## config.mk

```make
export PLATFORM = sky130hd
export DESIGN_NAME = prbs_test_ctrl
export DESIGN_NICKNAME = d
export VERILOG_FILES = /design/src/rtl/prbs_test_ctrl.sv
export SDC_FILE = /design/constraint.sdc
export NUM_CORES = 1
export LEC_CHECK = 0
export BUFFER_PORTS_ARGS = -buffer_cell sky130_fd_sc_hd__buf_2
export CAP_MARGIN = 5
export CORE_AREA = 2 2 138 113
export DETAILED_ROUTE_END_ITERATION = 16
export DIE_AREA = 0 0 140 115
export PLACE_DENSITY = 0.76
export SETUP_SLACK_MARGIN = 0.02
export SKIP_LAST_GASP = 1
export SYNTH_ARGS = -nofsm -noshare
export SYNTH_HDL_FRONTEND = slang
export SYNTH_SLANG_ARGS = --single-unit
```

## constraint.sdc

```tcl
create_clock -name clk -period 4.6 [get_ports clk]
set_input_delay 1.15 -clock clk [delete_from_list [all_inputs] [get_ports clk]]
set_output_delay 1.15 -clock clk [all_outputs]
set_load 0.03 [all_outputs]
```

## src/rtl/prbs_test_ctrl.sv

```systemverilog
// PRBS test-burst controller: preamble, PRBS payload, done pulse, abort and optional error injection.
// Optional single-bit error injection is compiled in when PRBS_ERR_INJ_EN is defined.
module prbs_test_ctrl #(
    parameter int unsigned PREAMBLE_LEN  = 4,
    parameter logic [63:0] PREAMBLE_WORD = 64'hAAAA_AAAA_AAAA_AAAA,
    parameter logic [63:0] IDLE_WORD     = 64'h0
) (
    input  logic        clk,
    input  logic        rst,
    input  logic        start,
    input  logic        abort,
    input  logic [31:0] frame_count,
    input  logic        inject_err,
    input  logic [63:0] prbs_in,
    output logic        gen_en,
    output logic [63:0] tx_data,
    output logic        tx_valid,
    output logic        busy,
    output logic        done,
    output logic [31:0] words_sent,
    output logic [15:0] err_count
);

    typedef enum logic [1:0] {
        IDLE,
        PREAMBLE,
        RUN,
        DONE
    } state_t;

    state_t      state;
    state_t      next_state;
    logic [31:0] frame_len;
    logic [7:0]  pre_cnt;
    logic [63:0] payload;
    logic        start_ok;
    logic        run_active;
    logic        pre_last;
    logic        run_last;
    logic        enter_idle;

    assign start_ok   = (state == IDLE) && start && !abort;
    // An aborted cycle is dead: nothing is consumed, counted or transmitted.
    assign run_active = (state == RUN) && !abort;
    assign pre_last   = (pre_cnt == 8'(PREAMBLE_LEN - 1));
    assign run_last   = (words_sent == frame_len - 32'd1);
    assign enter_idle = (state != IDLE) && (next_state == IDLE);

    assign gen_en = run_active;
    assign busy   = (state != IDLE);
    assign done   = (state == DONE) && !abort;

    always_comb begin
        // NOTE: next_state gets a default before the case so no path leaves it unassigned (no latch).
        next_state = state;
        unique case (state)
            IDLE: begin
                if (start_ok) begin
                    next_state = (frame_count == 32'd0) ? DONE : PREAMBLE;
                end
            end
            PREAMBLE: begin
                if (pre_last) begin
                    next_state = RUN;
                end
            end
            RUN: begin
                if (run_last) begin
                    next_state = DONE;
                end
            end
            DONE: next_state = IDLE;
        endcase
        if (abort) begin
            next_state = IDLE;
        end
    end

    // NOTE: all clocked state uses non-blocking assignments so every register sees pre-edge values.
    always_ff @(posedge clk or posedge rst) begin
        if (rst) begin
            state      <= IDLE;
            frame_len  <= '0;
            pre_cnt    <= '0;
            words_sent <= '0;
        end else begin
            state   <= next_state;
            pre_cnt <= (state == PREAMBLE) ? pre_cnt + 8'd1 : 8'd0;
            if (start_ok) begin
                frame_len  <= frame_count;
                words_sent <= '0;
            end else if (run_active) begin
                words_sent <= words_sent + 32'd1;
            end
        end
    end

    // Output word lags the state by one cycle.
    always_ff @(posedge clk or posedge rst) begin
        if (rst) begin
            tx_data  <= IDLE_WORD;
            tx_valid <= 1'b0;
        end else if ((state == PREAMBLE) && !abort) begin
            tx_data  <= PREAMBLE_WORD;
            tx_valid <= 1'b1;
        end else if (run_active) begin
            tx_data  <= payload;
            tx_valid <= 1'b1;
        end else begin
            tx_data  <= IDLE_WORD;
            tx_valid <= 1'b0;
        end
    end

`ifdef PRBS_ERR_INJ_EN
    logic err_pending;

    assign payload = prbs_in ^ {63'd0, err_pending};

    // A new request wins over consumption in the same cycle; leaving a burst drops any request.
    always_ff @(posedge clk or posedge rst) begin
        if (rst) begin
            err_pending <= 1'b0;
            err_count   <= '0;
        end else begin
            if (enter_idle) begin
                err_pending <= 1'b0;
            end else if (inject_err) begin
                err_pending <= 1'b1;
            end else if (run_active) begin
                err_pending <= 1'b0;
            end
            if (run_active && err_pending && (err_count != 16'hFFFF)) begin
                err_count <= err_count + 16'd1;
            end
        end
    end
`else
    logic unused_inject;
    logic unused_enter_idle;

    assign payload           = prbs_in;
    assign err_count         = '0;
    assign unused_inject     = inject_err;
    assign unused_enter_idle = enter_idle;
`endif

endmodule

```

==> out/qor.tcl <==
set qor(vias) 5278
set qor(synth_ff_type) {dfrtp_1}
set qor(switchingPower_mw) 1.64
set qor(first_global_vias) 5099
set qor(globalplace.congestion) 0.859
set qor(number_of_antenna_diodes) 0
set qor(final_core_utilization_pct) 57.5
set qor(coreArea_um2) 14800
set qor(synthesis.area_um2) 6690
set qor(dp.final_hpwl_um) 12000
set qor(totalWireLength_um) 16500
set qor(power.sequential.fraction_pct) 37.5
set qor(grt_max_degree) 72
set qor(post_route_cells_drive_above_1_share_pct) 33.1
set qor(post_cts_gate_resize_count) 0
set qor(synth_enable_flop_cells) 0
set qor(clock_power_share_pct) 32.3
set qor(detailedRoute.firstIterationViolations) 303
set qor(floorplan.initialDensity_pct) 45.3
set qor(rows) 40
set qor(multiInputGateArea_um2) 3000
set qor(cts_max_path_buffers) 2
set qor(power.combinational.fraction_pct) 30.2
set qor(dieArea_um2) 16100
set qor(grt.overflow.total) 0
set qor(setup_tns_ps) 0
set qor(boundaryPins) 217
set qor(finalHoldViolCount) 0
set qor(fmax_mhz) 267
set qor(placedInstanceArea_um2) 7840
set qor(layout.cells.most_common) {buf_2}
set qor(ys_seq_area_share_pct) 52.0
set qor(num-fill-cells) 1239
set qor(cts_made_buffers) 17
set qor(syn_inst) 623
set qor(drc) 11
set qor(syn-mean-instance-area_um2) 10.7
set qor(vdd.ir_drop.worst_mv) 0.290
set qor(pre_cts_slack_ps) 951
set qor(clkSinkCount) 139
set qor(cap_viol_max_count) 0
set qor(cts_hold_buf) 0
set qor(power.internal_mw) 3.06
set qor(clkLatencyLatePin_ps) 420
set qor(critical_path.startpoint_type) {register}
set qor(postCtsSetupBuffers) 0
set qor(tightest_slew_ps) 772
set qor(drt-wirelength-per-cell_um) 16.2
set qor(final-max-slew-violation-count) 0
set qor(rsz0062_at_grt) {false}
set qor(synthToLayoutAreaGrowth_pct) 26.8
set qor(cts.root.buffer_cell) {clkbuf_16}
set qor(synthDistinctLibCells) 57
set qor(synth_top_cell_area_share_pct) 52.0
set qor(routed_via_density) 5.16
set qor(antenna_violations_before_repair) 0
set qor(worst-endpoint-required_ps) 4900
set qor(fin_nets) 931
set qor(layout_worst_path_cycle_share_pct) 81.4
set qor(cts_tree) {built}
set qor(worst_min_delay_path_class) {register to register}
set qor(worst-endpoint-arrival_ps) 4040
set qor(first_pass_grt_wire_length_um) 26800
set qor(cellPowerDensity_nw_per_um2) 554
set qor(worst_clock_skew_ps) 10.6
set qor(timing.critical_path.to_type) {register}
set qor(swShare_pct) 35.0
set qor(synth-warning-count) 0
set qor(seqCellArea_um2) 3480
set qor(setup_viol) 0
set qor(minimum_period_implied_by_the_final_worst_setup_slack_ps) 3740
set qor(cts-htree-levels) 4
set qor(p_leak_nw) 4.46
set qor(postLayoutCellArea_um2) 8480
set qor(mostFrequentLayoutCells) {buf_2 (199), dfrtp_1 (139), nor2_1 (52)}
set qor(synth_top_area_cell) {dfrtp_1}
set qor(global_route.usage.total_pct) 21.2
set qor(synth-seq-cells) 139
set qor(worst_setup_hold_path_clk_slew_ps) 60
set qor(postSynth.asyncResetShare_pct) 100
set qor(violations_in_the_final_reports) {DRC}
set qor(post_synth_main_area_contributors) {dfrtp_1 (52%), xor2_1 (5.1%), xnor2_1 (4.6%)}
set qor(drtAntennaViolNets) 0
set qor(die_y_um) 115
set qor(fp.dieW_um) 140
set qor(setup_ws_ps) 858
set qor(critical_path_class) {register to register}
set qor(drt_pass1_iterations) 13
set qor(buffer_ports.inserted) 199
set qor(cp_max_fo) 9
set qor(slew-limit-headroom_pct) 48.5
set qor(status) {complete, but fails checks}
==> cell usage after synthesis (17+ instances only) <==
| cell | instances |
|---|---|
| nor2_1 | 52 |
| mux2_2 | 26 |
| clkbuf_1 | 20 |
| nand2_1 | 32 |
| nor4_1 | 20 |
| a21o_1 | 32 |
| xnor2_1 | 35 |
| dfrtp_1 | 139 |
| nand3_1 | 17 |
| xor2_1 | 39 |
| and2_1 | 42 |
==> metrics by stage <==
stage,power [mW],instances,hold slack [ps]
floorplan,2.81,638,424
global placement,3.16,992,442
detailed placement,3.20,992,451
CTS,4.73,1023,460
global route,4.96,1023,497
finish,4.70,1023,457
==> registers in the layout (all words and copies together), names as in the netlist <==
name	count
tx_valid	1
tx_data	64
pre_cnt	8
state	2
frame_len	32
words_sent	32
==> metal layers <==
layer | vias up | GRT usage, % | share of wire [%]
met2 | 141 | 32.6 | 47
met1 | 2588 | 30.2 | 47
met3 | 17 | 5.46 | 5.0
li1 | 2532 | - | -
met5 | - | 0 | 0
met4 | 0 | 5.79 | 1.1
==> power groups by stage <==
| stage | Sequential, mW | Combinational, mW | Clock [mW] |
|---|---|---|---|
| finish | 1.76 | 1.42 | 1.52 |
| global route | 1.81 | 1.56 | 1.60 |
| global placement | 1.77 | 1.40 | 0 |
| CTS | 1.76 | 1.42 | 1.54 |
| floorplan | 1.92 | 0.885 | 0 |
| detailed placement | 1.78 | 1.41 | 0 |
==> cell type report <==
class / count / share of cell area, %
inverters: 15 / 0.708
flip-flops and latches: 139 / 41.0
clock buffers: 20 / 5.38
multi-input cells: 443 / 35.4
repair buffers: 206 / 12.5
well taps: 189 / 2.79
clock inverters: 11 / 2.24
==> worst max-delay path: stages (launching register included) <==
cell     delay [ps]
dfrtp_1         440
or4_1           720
nor4_1          460
nand3_1         170
mux2i_1         150
or4_1           520
or4_1           560
o31a_1          310
mux2_4          290
==> path summary, 6_finish.rpt <==
kind                                from     endpoint  slack, ps  cells after the start
setup / recovery           frame_len[13]     state[1]        860                      8
hold / removal                pre_cnt[0]   pre_cnt[0]        460                      1
setup reg to reg           frame_len[13]     state[1]        860                      8
hold reg to reg               pre_cnt[0]   pre_cnt[0]        460                      1
max in group asynchronous            rst  tx_data[44]       2860                      3
min in group asynchronous            rst  tx_data[17]        840                      2
==> cells by family after synthesis <==
logic type	after synthesis	share of synthesized area (%)
AO/OA/AOI/OAI	75	7.83
buffers and inverters	56	4.17
XOR/XNOR	74	9.69
other	1	0.0560
adder cells (fa/ha/maj)	8	1.50
flip-flops	139	52.0
AND/OR/NAND/NOR	240	19.7
multiplexers	30	5.05
Power figures use the tool's default switching activity.
